## src/rtl/demux1x2_10_reg.sv

```systemverilog
// Registered 1-to-2 demultiplexer: steers a source word into one of two one-entry output
// slots, each with its own valid/ready handshake and a wrapping delivery counter.
module demux1x2_10_reg #(
  parameter int unsigned WIDTH = 10,
  parameter int unsigned CNT_W = 8
) (
  input  logic             clk,
  input  logic             rst_n,
  input  logic [WIDTH-1:0] in_data,
  input  logic             in_sel,
  input  logic             in_valid,
  output logic             in_ready,
  output logic [WIDTH-1:0] a_data,
  output logic             a_valid,
  input  logic             a_ready,
  output logic [WIDTH-1:0] b_data,
  output logic             b_valid,
  input  logic             b_ready,
  output logic [CNT_W-1:0] a_count,
  output logic [CNT_W-1:0] b_count
);

  typedef enum logic {StEmpty, StFull} slot_e;

  slot_e            a_state_q, a_state_d;
  slot_e            b_state_q, b_state_d;
  logic [WIDTH-1:0] a_data_q, a_data_d;
  logic [WIDTH-1:0] b_data_q, b_data_d;
  logic [CNT_W-1:0] a_count_q, a_count_d;
  logic [CNT_W-1:0] b_count_q, b_count_d;

  logic a_full, b_full;
  logic a_drain, b_drain;
  logic a_open, b_open;
  logic accept, a_accept, b_accept;

  // Handshake decode. A slot can take a word when empty or when it drains this same cycle.
  always_comb begin
    a_full   = (a_state_q == StFull);
    b_full   = (b_state_q == StFull);
    a_drain  = a_full & a_ready;
    b_drain  = b_full & b_ready;
    a_open   = ~a_full | a_ready;
    b_open   = ~b_full | b_ready;
    in_ready = rst_n & (in_sel ? b_open : a_open);
    accept   = in_valid & in_ready;
    a_accept = accept & ~in_sel;
    b_accept = accept & in_sel;
  end

  // State register (synchronous reset discards any held word).
  always_ff @(posedge clk) begin
    if (!rst_n) begin
      a_state_q <= StEmpty;
      b_state_q <= StEmpty;
      a_data_q  <= '0;
      b_data_q  <= '0;
      a_count_q <= '0;
      b_count_q <= '0;
    end else begin
      a_state_q <= a_state_d;
      b_state_q <= b_state_d;
      a_data_q  <= a_data_d;
      b_data_q  <= b_data_d;
      a_count_q <= a_count_d;
      b_count_q <= b_count_d;
    end
  end

  // Next-state logic for both slots.
  always_comb begin
    a_state_d = a_state_q;
    unique case (a_state_q)
      StEmpty: if (a_accept) a_state_d = StFull;
      StFull:  if (a_drain && !a_accept) a_state_d = StEmpty;
      default: a_state_d = StEmpty;
    endcase

    b_state_d = b_state_q;
    unique case (b_state_q)
      StEmpty: if (b_accept) b_state_d = StFull;
      StFull:  if (b_drain && !b_accept) b_state_d = StEmpty;
      default: b_state_d = StEmpty;
    endcase

    // Data only moves on accept, so a stalled word stays stable.
    a_data_d  = a_accept ? in_data : a_data_q;
    b_data_d  = b_accept ? in_data : b_data_q;
    a_count_d = a_drain ? a_count_q + CNT_W'(1) : a_count_q;
    b_count_d = b_drain ? b_count_q + CNT_W'(1) : b_count_q;
  end

  // Outputs.
  always_comb begin
    a_valid = (a_state_q == StFull);
    b_valid = (b_state_q == StFull);
    a_data  = a_data_q;
    b_data  = b_data_q;
    a_count = a_count_q;
    b_count = b_count_q;
  end

endmodule

```

## config.mk

```make
export PLATFORM = sky130hd
export DESIGN_NAME = demux1x2_10_reg
export DESIGN_NICKNAME = d
export VERILOG_FILES = /design/src/rtl/demux1x2_10_reg.sv
export SDC_FILE = /design/constraint.sdc
export NUM_CORES = 1
export LEC_CHECK = 0
export ABC_AREA = 1
export BUFFER_PORTS_ARGS = -buffer_cell sky130_fd_sc_hd__buf_2
export CAP_MARGIN = 20
export CORE_ASPECT_RATIO = 1.1
export CORE_MARGIN = 8
export CORE_UTILIZATION = 49
export DETAILED_ROUTE_END_ITERATION = 16
export PLACE_DENSITY = 0.78
export SLEW_MARGIN = 20
export SYNTH_ARGS = -nofsm -noshare
export SYNTH_HDL_FRONTEND = slang
export SYNTH_SLANG_ARGS = --single-unit
export TNS_END_PERCENT = 5
```

## constraint.sdc

```tcl
create_clock -name clk -period 1.4 [get_ports clk]
set_clock_uncertainty 0.1 [all_clocks]
set_input_delay 0.07 -clock clk [delete_from_list [all_inputs] [get_ports clk]]
set_output_delay 0.07 -clock clk [all_outputs]
set_load 0.03 [all_outputs]
```

==> impl_metrics.env <==
export IMPL_r2r_slack_ns=0.02
export IMPL_setup_viol=1
export IMPL_hold_depth=5
export IMPL_fp_dieW_microns=70.9
export IMPL_vias=1660
export IMPL_numClockSinks=38
export IMPL_first_iter_violations=107
export IMPL_post_route_min_period_ns=1.44
export IMPL_worstSetupStartpoint="a_valid"
export IMPL_worstMarginPinSlew_ns=0.661
export IMPL_num_antenna_cells=0
export IMPL_path_max_fanout=2
export IMPL_ys_seq_elements=38
export IMPL_cts_tree="done"
export IMPL_critPathKind="reg -> out"
export IMPL_max_stage_delay_ns=0.34
export IMPL_rows=22
export IMPL_synth_cells=232
export IMPL_p_total_mw=2.17
export IMPL_crit_required_ns=1.23
export IMPL_track_usage_pct=15.6
export IMPL_first_pass_iters=4
export IMPL_hold_viol_final=0
export IMPL_die_area_sq_um=5420
export IMPL_overflow=0
export IMPL_wire_per_inst_microns=12.2
export IMPL_timing_fmax_mhz=693
export IMPL_start_kind="flop"
export IMPL_finalWirelength_microns=4210
export IMPL_cts_buffer_depth=2
export IMPL_drc=0
export IMPL_r2r_end="a_data[9]"
export IMPL_reg2reg_from="a_valid"
export IMPL_cts_root_buffer="clkbuf_4"
export IMPL_grt_max_degree=21
export IMPL_layout_common_cells="62 x nor2_1, 53 x buf_2, 33 x dfxtp_1, 32 x nand2_1, 29 x inv_1"
export IMPL_port_buffers=54
export IMPL_crit_slowest_cell="dfxtp_2"
export IMPL_final_common_cell="nor2_1"
export IMPL_ant_nets=0
export IMPL_slew_headroom_pct=55.8
export IMPL_grt_pass1_wl_microns=7020
export IMPL_outcome="finished with violations"
export IMPL_path_cells="buf_6, nand2_2, nor2_1, nor2_1, buf_4, buf_6"
export IMPL_end_kind="primary output"
export IMPL_core_sq_um=3250
export IMPL_post_route_period_util_pct=103
export IMPL_syn_to_final_growth_pct=39.4
export IMPL_synth_yosys_warnings=0
export IMPL_clk_pin_slew_ns=0.12
export IMPL_cap_violations=0
export IMPL_viasPerCell=4.81
export IMPL_violations="negative setup slack"
export IMPL_rsz0062_at_grt="true"
export IMPL_ff2ff_path_depth=9
export IMPL_numPlacedInstances=323
export IMPL_initial_utilization_pct=50.1
export IMPL_detailed_place_hpwl_microns=2930
export IMPL_slew_violations=0
export IMPL_holdWs_ns=0.00735
export IMPL_insertion_delay_ns=0.34
export IMPL_synth_area_leaders="dfxtp_1 47%, nor2_1 16%, nand2_1 7.6%"
export IMPL_peakVddDrop_v=0.000633
export IMPL_ys_seq_area_share_pct=46.8
export IMPL_powerDensity_nw_per_um2=956
export IMPL_postSynthNetCount=250
export IMPL_fin_cells=345
export IMPL_crit_end="in_ready"
export IMPL_ys_types=17
export IMPL_yosys_area_top_type="dfxtp_1"
export IMPL_htreeDepth=2
export IMPL_fp_dieH_microns=76.4
export IMPL_min_path_type="in -> reg"
export IMPL_drive_gt1_share_pct=31.7
export IMPL_synth_area_per_cell_sq_um=7.01
export IMPL_setup_ws_ns=-0.0436
export IMPL_crit_arrival_ns=1.27
export IMPL_fill_cells=293
export IMPL_grt_pass1_vias=1572
export IMPL_cts_made_buffers=5
export IMPL_pre_cts_slack_ns=0.0316
export IMPL_tns_ns=-0.0436
export IMPL_netlist_area_sq_um=1630
export IMPL_io_pins=55
export IMPL_gp_routability_congestion=0.828
export IMPL_layout_nets=326
export IMPL_netlist_area_leader_share_pct=46.8
export IMPL_p_leak_nw=1.16
export IMPL_antenna_found_initial=0
report_power, final:
part / internal, mW / switching, mW
logic: 0.121 / 0.190
clock network: 0.370 / 0.357
registers: 1.11 / 0.0170
critical path: cells and delay by family, from the launching register on:
family	cells	cell delay (ns)
flops	1	0.34
simple gates	3	0.21
buf+inv	3	0.38
cells in the mapped netlist (all sizes together):
cell type and instances:
xnor2 2, nor2 73, xor2 2, o21ai 4, a21oi 13, inv 29, nand4 14, ha 2
clkbuf 2, buf 8, dfxtp 38, nand3 10, nand2 35
cells by family (layout without fill, tap and decap cells):
group | after synthesis | count (layout) | share of synthesized area (%)
xor+xnor | 4 | 4 | 2.15
flops | 38 | 38 | 46.8
fa+ha+maj | 2 | 2 | 1.54
simple gates | 132 | 132 | 34.5
buf+inv | 39 | 116 | 9.85
compound gates | 17 | 17 | 5.23
registers in the layout (all words and copies together), names as in the netlist:
register,count
b_count,8
b_valid,1
a_count,8
b_data,10
a_data,10
a_valid,1
how the worst min path moves through the flow:
stage | startpoint | to
floorplan | in_sel | a_data[7]
global placement | b_ready | b_valid
detailed placement | b_ready | b_valid
CTS | in_data[9] | b_data[9]
global route | in_data[9] | b_data[9]
finish | in_data[9] | b_data[9]
per-stage QoR:
step / instance area [sq um] / utilization [%]
2_1_floorplan: 1630 / -
5_1_grt: 2270 / 69.8
3_3_place_gp: 1990 / 61.2
4_1_cts: 2220 / 68.2
6_report: 2270 / 69.8
3_5_place_dp: 1990 / 61.2
layer usage:
| metal | up-vias | GRT usage (%) | part of all wire [%] |
|---|---|---|---|
| li1 | 872 | - | - |
| met1 | 729 | 17.4 | 43 |
| met2 | 51 | 25.3 | 49 |
| met3 | 8 | 5.92 | 6.2 |
| met4 | 0 | 7.50 | 2.2 |
| met5 | - | 0 | 0 |
area by class of cell:
cell class	count	area [sq um]	area share (%)
inverters	29	109	4.80
clock inverters	3	40.0	1.77
well taps	36	45.0	1.99
clock buffers	5	37.5	1.66
multi-input cells	155	758	33.4
repair buffers	79	510	22.5
flip-flops and latches	38	767	33.8
what timing repair did:
| action | in CTS | in global routing |
|---|---|---|
| buffers inserted | 2 | 0 |
| pin swaps | 1 | 0 |
| endpoints found under the setup margin | 1 | 30 |
| endpoints found under the hold margin | 20 | 0 |
| resized for setup | 5 | 15 |
| hold buffers | 12 | 0 |
(Power assumes the default switching activity.)
